## src/rtl/uart_rx_pkg.sv

```systemverilog
// Shared UART RX definitions.
//   PRESCALE_W_DEF : default width of prescale / edge counter buses
//   IDLE_LVL       : idle (mark) level of the serial line
//   cnt_width()    : width needed to hold a sample count of 0..n
//   popcount()     : number of set bits in an up-to-8-bit vector (majority vote helper)
package uart_rx_pkg;

    localparam int unsigned PRESCALE_W_DEF = 5;
    localparam logic        IDLE_LVL       = 1'b1;

    function automatic int unsigned cnt_width(input int unsigned n);
        return $clog2(n + 1);
    endfunction

    function automatic logic [3:0] popcount(input logic [7:0] v);
        logic [3:0] cnt;
        cnt = '0;
        for (int i = 0; i < 8; i++) begin
            cnt = cnt + 4'(v[i]);
        end
        return cnt;
    endfunction

endpackage

```

## src/rtl/bit_sync.sv

```systemverilog
// Single-bit synchroniser chain.
//   clk : destination clock
//   rst : asynchronous, active-low reset; all stages load RESET_VAL
//   d   : asynchronous input
//   q   : synchronised output; STAGES = 0 passes d straight through
module bit_sync #(
    parameter int unsigned STAGES    = 2,
    parameter logic        RESET_VAL = 1'b1
) (
    input  logic clk,
    input  logic rst,
    input  logic d,
    output logic q
);

    if (STAGES == 0) begin : g_bypass
        assign q = d;
    end else begin : g_chain
        logic [STAGES-1:0] sync_q;

        always_ff @(posedge clk or negedge rst) begin
            if (!rst) begin
                sync_q <= {STAGES{RESET_VAL}};
            end else begin
                sync_q[0] <= d;
                for (int i = 1; i < STAGES; i++) begin
                    sync_q[i] <= sync_q[i-1];
                end
            end
        end

        assign q = sync_q[STAGES-1];
    end

endmodule

```

## src/rtl/data_sampler_mv.sv

```systemverilog
// UART RX oversampling data sampler with majority vote.
// Synchronises rx_in, captures NUM_SAMPLES consecutive samples centred on the bit midpoint and
// votes them at the last edge of the bit.
//   clk         : oversampling clock (prescale x baud)
//   rst         : asynchronous, active-low reset
//   rx_in       : serial line, idle high
//   prescale    : oversampling ratio; edge_cnt runs 0..prescale-1
//   dat_samp_en : sampling enable from the RX FSM
//   edge_cnt    : position inside the current bit
//   sampled_bit : majority-voted bit, held until the next strobe
//   sampled_vld : one-cycle strobe, sampled_bit updated this cycle
//   noise_err   : samples of the voted bit disagreed (qualified by sampled_vld)
//   cfg_err     : prescale too small for the sample window; sampling suppressed
module data_sampler_mv
    import uart_rx_pkg::*;
#(
    parameter int unsigned PRESCALE_W  = PRESCALE_W_DEF,
    parameter int unsigned NUM_SAMPLES = 3,
    parameter int unsigned SYNC_STAGES = 2
) (
    input  logic                  clk,
    input  logic                  rst,
    input  logic                  rx_in,
    input  logic [PRESCALE_W-1:0] prescale,
    input  logic                  dat_samp_en,
    input  logic [PRESCALE_W-1:0] edge_cnt,
    output logic                  sampled_bit,
    output logic                  sampled_vld,
    output logic                  noise_err,
    output logic                  cfg_err
);

    localparam int unsigned HALF  = NUM_SAMPLES / 2;
    localparam int unsigned CNT_W = cnt_width(NUM_SAMPLES);

    if ((NUM_SAMPLES % 2) == 0 || NUM_SAMPLES > 7) begin : g_bad_num_samples
        $error("data_sampler_mv: NUM_SAMPLES must be odd and in 1..7");
    end

    logic rx_s;

    bit_sync #(
        .STAGES    (SYNC_STAGES),
        .RESET_VAL (IDLE_LVL)
    ) u_rx_sync (
        .clk (clk),
        .rst (rst),
        .d   (rx_in),
        .q   (rx_s)
    );

    logic [NUM_SAMPLES-1:0] samp_q, samp_d;
    logic [CNT_W-1:0]       cnt_q, cnt_d;
    logic                   bit_q, bit_d;
    logic                   vld_q, vld_d;
    logic                   noise_q, noise_d;
    logic                   cfg_err_q;

    // Sample window placement
    logic [PRESCALE_W-1:0] mid, start;
    logic [PRESCALE_W:0]   win_end;
    logic                  cfg_bad, active, in_range, take, evaluate;

    always_comb begin
        mid      = prescale >> 1;
        start    = (mid >= PRESCALE_W'(HALF)) ? mid - PRESCALE_W'(HALF) : '0;
        win_end  = {1'b0, start} + (PRESCALE_W+1)'(NUM_SAMPLES);
        cfg_bad  = {1'b0, prescale} < (PRESCALE_W+1)'(NUM_SAMPLES + 1);
        // The live compare covers the cycle before the registered flag catches up.
        active   = dat_samp_en & ~cfg_bad & ~cfg_err_q;
        in_range = edge_cnt < prescale;
        take     = active & in_range & (edge_cnt >= start) & ({1'b0, edge_cnt} < win_end);
        evaluate = active & in_range & (edge_cnt == prescale - PRESCALE_W'(1));
    end

    // Vote sees the sample taken this cycle when window end and evaluate coincide.
    logic [NUM_SAMPLES:0]   shift_full;
    logic [NUM_SAMPLES-1:0] samp_shift, vote_vec;
    logic [CNT_W-1:0]       cnt_inc, vote_cnt;
    logic [3:0]             ones;

    always_comb begin
        shift_full = {samp_q, rx_s};
        samp_shift = shift_full[NUM_SAMPLES-1:0];
        cnt_inc    = (cnt_q == CNT_W'(NUM_SAMPLES)) ? cnt_q : cnt_q + CNT_W'(1);
        vote_vec   = take ? samp_shift : samp_q;
        vote_cnt   = take ? cnt_inc : cnt_q;
        ones       = popcount(8'(vote_vec));
    end

    always_comb begin
        samp_d  = samp_q;
        cnt_d   = cnt_q;
        bit_d   = bit_q;
        vld_d   = 1'b0;
        noise_d = noise_q;
        if (!active) begin
            samp_d = '0;
            cnt_d  = '0;
        end else if (evaluate) begin
            samp_d = '0;
            cnt_d  = '0;
            // A partial bit (window not fully seen) produces no strobe.
            if (vote_cnt == CNT_W'(NUM_SAMPLES)) begin
                bit_d   = ones > 4'(HALF);
                vld_d   = 1'b1;
                noise_d = (ones != 4'd0) && (ones != 4'(NUM_SAMPLES));
            end
        end else if (take) begin
            samp_d = samp_shift;
            cnt_d  = cnt_inc;
        end
    end

    always_ff @(posedge clk or negedge rst) begin
        if (!rst) begin
            samp_q    <= '0;
            cnt_q     <= '0;
            bit_q     <= IDLE_LVL;
            vld_q     <= 1'b0;
            noise_q   <= 1'b0;
            cfg_err_q <= 1'b0;
        end else begin
            samp_q    <= samp_d;
            cnt_q     <= cnt_d;
            bit_q     <= bit_d;
            vld_q     <= vld_d;
            noise_q   <= noise_d;
            cfg_err_q <= cfg_bad;
        end
    end

    assign sampled_bit = bit_q;
    assign sampled_vld = vld_q;
    assign noise_err   = noise_q;
    assign cfg_err     = cfg_err_q;

endmodule

```

## config.mk

```make
export PLATFORM = sky130hd
export DESIGN_NAME = data_sampler_mv
export DESIGN_NICKNAME = d
export VERILOG_FILES = /design/src/rtl/uart_rx_pkg.sv /design/src/rtl/bit_sync.sv /design/src/rtl/data_sampler_mv.sv
export SDC_FILE = /design/constraint.sdc
export NUM_CORES = 1
export LEC_CHECK = 0
export CORE_MARGIN = 3
export CORE_UTILIZATION = 45
export CTS_BUF_LIST = sky130_fd_sc_hd__clkbuf_8
export DETAILED_ROUTE_END_ITERATION = 7
export PLACE_DENSITY_LB_ADDON = 0.08
export SLEW_MARGIN = 40
export SYNTH_ARGS = -nofsm -noshare
export SYNTH_HDL_FRONTEND = slang
export SYNTH_SLANG_ARGS = --single-unit
```

## constraint.sdc

```tcl
create_clock -name clk -period 2.2 [get_ports clk]
set_clock_uncertainty 0.05 [all_clocks]
set_input_delay 0.22 -clock clk [delete_from_list [all_inputs] [get_ports clk]]
set_output_delay 0.22 -clock clk [all_outputs]
set_load 0.02 [all_outputs]
```

==> results.sh <==
export IMPL_post_drt_wl_per_cell_um=15.1
export IMPL_synth_top_cell_by_area="ha_1"
export IMPL_hold_violations=0
export IMPL_grt_pass1_wl_um=4780
export IMPL_drt_pre_antenna_iters=4
export IMPL_synth_top_cell_area_share_pct=24.3
export IMPL_critPathMaxFanout=4
export IMPL_pwr_share_seq_pct=28.0
export IMPL_clock_latency_ns=0.24
export IMPL_die_area_sq_mm=0.00302
export IMPL_min_path_type="input pin to async pin"
export IMPL_htreeDepth=1
export IMPL_seq_area_sq_um=279
export IMPL_ys_warn_count=0
export IMPL_start_util_pct=47.9
export IMPL_rsz0062_at_grt="yes"
export IMPL_cts_root_buf="clkbuf_8"
export IMPL_clock_sinks=11
export IMPL_multi_input_area_sq_um=907
export IMPL_cp_arrival_ns=3.58
export IMPL_first_iter_violations=29
export IMPL_routabilityCongestion=0.863
export IMPL_power_mw=0.757
export IMPL_drtAntennaViolNets=0
export IMPL_synth_top_flop_cell="dfrtp_1"
export IMPL_setup_violations_final=8
export IMPL_vias=1045
export IMPL_area_delta_synth_final_pct=69.1
export IMPL_switchingPower_mw=0.237
export IMPL_drc=0
export IMPL_synth_edf_count=0
export IMPL_cp_required_ns=2.31
export IMPL_peakVddDrop_mv=0.346
export IMPL_avgSynthCellArea_sq_um=9.64
export IMPL_antennaDiodeCount=0
export IMPL_swShare_pct=31.3
export IMPL_end_kind="flip-flop"
export IMPL_maxSlewHeadroom_pct=67.0
export IMPL_synth_area_sq_mm=0.00108
export IMPL_synthArstFlopShare_pct=100
export IMPL_core_area_sq_mm=0.00225
export IMPL_grt_use_total_pct=22.5
export IMPL_layout_setup_ws_ns=-1.27
export IMPL_violations="setup timing"
export IMPL_ioPinCount=18
export IMPL_rrSetupSlack_ns=-0.23
export IMPL_p_comb_share_pct=45.9
export IMPL_fin_area_sq_mm=0.00183
export IMPL_hpwlAfterDp_um=2250
export IMPL_cellPowerDensity_mw_per_mm2=415
export IMPL_maxCapViolCount=0
export IMPL_grt_max_degree=12
export IMPL_antenna_found_initial=0
export IMPL_placed_area_sq_mm=0.00158
export IMPL_yosys_cell_count_top_type="ha_1"
export IMPL_synthesis_nets=148
export IMPL_ff2ff_path_depth=7
export IMPL_drv_slew=0
export IMPL_yosysSeqAreaShare_pct=25.8
export IMPL_period_minus_slack_ns=3.47
export IMPL_synth_distinct_cells=35
export IMPL_p_int_mw=0.520
export IMPL_num_rows=17
export IMPL_grt_pass1_vias=1078
export IMPL_critPathKind="input pin to flip-flop"
export IMPL_numCtsBuffers=3
export IMPL_reg2reg_from="cfg_err"
export IMPL_cts_tree="done"
export IMPL_fillCellCount=141
export IMPL_synthTopCellsByCount="21 x ha_1, 10 x inv_1, 8 x dfrtp_1, 7 x nand2_1, 7 x xnor2_1"
export IMPL_crit_path_end="noise_err"
export IMPL_drive_gt1_share_pct=46.8
export IMPL_hold_ws_ns=0.269
export IMPL_outcome="finished, violations left"
export IMPL_synthTopCellsByArea="ha_1 24%, dfrtp_1 19%, dfstp_2 7.3%"
export IMPL_dieHeight_um=55.0
export IMPL_cts_buffer_depth=2
export IMPL_fin_crit_sh_pct=158
export IMPL_gr_total_overflow=0
export IMPL_crit_path_start="prescale[2]"
export IMPL_synthCells=112
export IMPL_final_nets=210
export IMPL_p_clk_share_pct=26.1
export IMPL_cp_start_kind="input pin"
export IMPL_tightest_slew_ns=0.493
export IMPL_totalWireLength_um=3040
export IMPL_io_buffers=17
export IMPL_ys_seq_elements=11
export IMPL_clk_pin_slew_ns=0.05
export IMPL_max_freq_ghz=0.288
export IMPL_vias_per_cell=5.20
export IMPL_r2r_end="noise_err"
export IMPL_die_w_um=55.0
export IMPL_leakage_nw=0.854
-- worst max-delay path, stage by stage --
cell	delay, ns
buf_12	0.11
buf_6	0.11
or3_4	0.40
o31ai_4	0.20
ha_2	0.25
nor3_2	0.06
xor2_1	0.14
ha_2	0.32
nor2_2	0.04
a41oi_2	0.21
o31ai_4	0.12
nand3_4	0.14
mux2_4	0.33
fa_2	0.60
ha_4	0.20
mux2i_1	0.13
-- layout make-up --
| cell class | instances | area share, % |
|---|---|---|
| Clock buffer | 3 | 2.26 |
| Inverter | 12 | 3.15 |
| Clock inverter | 1 | 0.206 |
| Timing Repair Buffer | 57 | 27.5 |
| Sequential cell | 11 | 15.3 |
| Multi-Input combinational cell | 89 | 49.7 |
| Tap cell | 28 | 1.92 |
-- cell usage in the layout (no fill, tap or decap), types with 3 or more instances in the layout --
cell / n
clkdlybuf4s50_1: 13
dfstp_2: 3
xnor2_1: 7
xor2_1: 3
ha_4: 3
a21oi_2: 3
nand2_1: 7
ha_1: 16
dfrtp_1: 8
mux2_4: 5
clkbuf_8: 3
nand4_1: 3
nor2_1: 3
inv_1: 11
buf_4: 34
buf_6: 7
-- routing by layer --
layer	wire length (um)	track usage (%)	part of all wire, %
met5	0	0	0
met4	49	10.5	1.6
met3	88	2.68	2.9
met2	1750	42.3	57
met1	1160	24.8	38
-- per-stage QoR --
stage | cells | TNS (ns) | setup WS [ns] | util, %
after floorplan | 112 | -5.49 | -1.35 | -
after global placement | 189 | -11.65 | -2.07 | 69.9
after detailed placement | 189 | -12.47 | -2.24 | 69.9
after CTS | 198 | -4.87 | -1.29 | 79.0
after global routing | 201 | -5.79 | -1.35 | 81.0
final | 201 | -5.22 | -1.27 | 81.0
-- logic make-up (layout without fill, tap and decap cells) --
family / count (synthesis) / after routing / synth area share, %
compound gates: 17 / 17 / 9.85
xor+xnor: 10 / 10 / 8.11
fa+ha+maj: 22 / 22 / 26.2
buf+inv: 12 / 73 / 4.17
flops: 11 / 11 / 25.8
mux: 7 / 7 / 8.11
simple gates: 33 / 33 / 17.7
-- worst min-delay path by stage --
stage / endpoint / slack (ns) / depth (start not counted)
global placement: u_rx_sync.g_chain.sync_q[1] / 0.30 / 0
finish: cnt_q[1] / 0.27 / 1
detailed placement: u_rx_sync.g_chain.sync_q[1] / 0.30 / 0
global route: samp_q[1] / 0.30 / 1
CTS: samp_q[1] / 0.28 / 1
floorplan: cfg_err / -0.13 / 0
-- power groups by stage --
stage	logic [mW]	clock network, mW	registers (mW)
final	0.348	0.197	0.212
after detailed placement	0.270	0	0.215
after CTS	0.332	0.199	0.212
after global routing	0.379	0.216	0.213
after global placement	0.261	0	0.214
after floorplan	0.142	0	0.215
-- state kept, by name (all words and copies together) (netlist names) --
| register | count |
|---|---|
| cfg_err | 1 |
| cnt_q | 2 |
| samp_q | 3 |
| u_rx_sync.g_chain.sync_q | 2 |
| sampled_vld | 1 |
| sampled_bit | 1 |
| noise_err | 1 |
-- repair_timing --
action / 4_1_cts / 5_1_grt
endpoints found under the setup margin: 8 / 8
hold endpoints to repair: 0 / 0
setup buffers: 7 / 3
hold buffers: 0 / 0
gates resized for setup: 42 / 5
pin swaps: 11 / 1
(Power assumes the default switching activity.)
==> variant (config.mk and constraints unchanged) <==
The parameter `SYNC_STAGES` goes from 2 to 1.
--- a/src/rtl/data_sampler_mv.sv
+++ b/src/rtl/data_sampler_mv.sv
@@ -16,7 +16,7 @@
 #(
     parameter int unsigned PRESCALE_W  = PRESCALE_W_DEF,
     parameter int unsigned NUM_SAMPLES = 3,
-    parameter int unsigned SYNC_STAGES = 2
+    parameter int unsigned SYNC_STAGES = 1
 ) (
     input  logic                  clk,
     input  logic                  rst,
Function: changed (a bounded check fails within 4 cycles, from zero or initial values and one cycle with rst low).
==> variant against the unedited design <==
- wire length fell by 1.3%
- count of clock-buffer cells in the layout rose by 1
- maximum frequency fell by 2.4%
- the run still ends with negative setup slack left
- setup slack got worse by 0.085 ns
- highest routed layer unchanged
- total power fell by 1.2%
- sequential cell count fell by 1
- design area fell by 6.2%
- first-iteration DRC count fell by 90%
- area after synthesis fell by 2.4%
==> variant: results (changes against the unedited design) <==
| Metric | Value |
|---|---|
| Slowest CP cell | fa_1 |
| P_leak | 0.832 nW (-2.6%) |
| Placed cells | 187 (-1.1%) |
| Post-synthesis xor/xnor area fraction | 8.31% (+0.20 points) |
| Vias in the first global route | 1,193 (+11%) |
| GRT Total Usage | 24.9% (+2.4 points) |
| Total detailed-routing wirelength | 3000 um (-1.3%) |
| PwrDens | 437 nW/um2 (+5.3%) |
| Post-synthesis adder-cell area fraction | 26.8% (+0.65 points) |
| Starting DRC count in detailed routing | 3 (-90%) |
| Via count | 1,051 (+0.57%) |
| Sequential area share after synthesis | 24.0% (-1.8 points) |
| Post-CTS Setup Repair Bufs | 3 (-4) |
| Status | finished, violations left |
| Final setup viols | 8 (unchanged) |
| Switching power total | 0.227 mW (-4.1%) |
| Pre-CTS WS | -2.19 ns (+0.0556 ns) |
| Placed wire-length estimate | 2390 um (+6.2%) |
| Layout cells sized above 1 | 42.0% (-4.8 points) |
| First-pass GRT wire length | 5170 um (+8.1%) |
| Top cells by area, synth | ha_1 (25%), dfrtp_1 (19%), xnor2_1 (5.8%) |
| Flop pwr share | 25.7% (-2.3 points) |
| Largest regs | samp_q: 3 flops, cnt_q: 2 flops |
| Area occupied by registers | 253 um2 (-9.4%) |
| Reg2Reg Depth | 7 (unchanged) |
| Nets | 206 (-1.9%) |
| Final cell count without fillers | 196 (-2.5%) |
| Fillcell total | 130 (-7.8%) |
| Placed cell area | 1550 um2 (-1.7%) |
| Slew @ Worst Pin | 0.434 ns (-0.0592 ns) |
| Final worst slack | -1.35 ns (-0.0850 ns) |
| Post-CTS sizing | 29 (-31%) |
| Slowest stage delay, CP | 0.49 ns (-0.11 ns) |
| Synthesized instance count | 111 (-0.89%) |
| Syn nets | 147 (-0.68%) |
| Largest net degree at the start of global routing | 11 (-1) |
| Logic power comb | 0.326 mW (-6.3%) |
| Post-synthesis mux area share | 8.31% (+0.20 points) |
| Max VDD drop | 352 uV (+1.7%) |
| Violated checks | negative setup slack |
-- variant: cell types whose count changed in the layout (fill, tap and decap cells not counted), moves of 2 or more --
cell,before,now
nor2b_4,2,0
ha_4,3,1
ha_1,16,19
a21oi_2,3,1
nor2b_1,1,4
a21oi_1,1,3
buf_6,7,3
-- variant: cell families (layout without fill, tap and decap cells) --
logic type	after synthesis	after routing
and+or+nand+nor	33	33
DFF	10	10
buffers and inverters	12	70
xor gates and xnor gates	10	10
AOI/OAI and AO/OA	17	17
adders and majority gates	22	22
muxes	7	7
-- variant: routing by layer --
metal | global-route usage [%] | wire length (um) | vias to the layer above
met2 | 48.4 | 1630 | 23
met3 | 1.36 | 62 | 10
li1 | - | - | 509
met4 | 14.9 | 112 | 0
met1 | 25.6 | 1200 | 509
met5 | 0 | 0 | -
-- variant: area by class of cell --
cell class / count / share of cell area, %
clock buffers: 4 / 3.21
inverters: 12 / 3.36
multi-input cells: 89 / 49.9
flip-flops and latches: 10 / 14.8
well taps: 27 / 1.97
repair buffers: 54 / 26.8
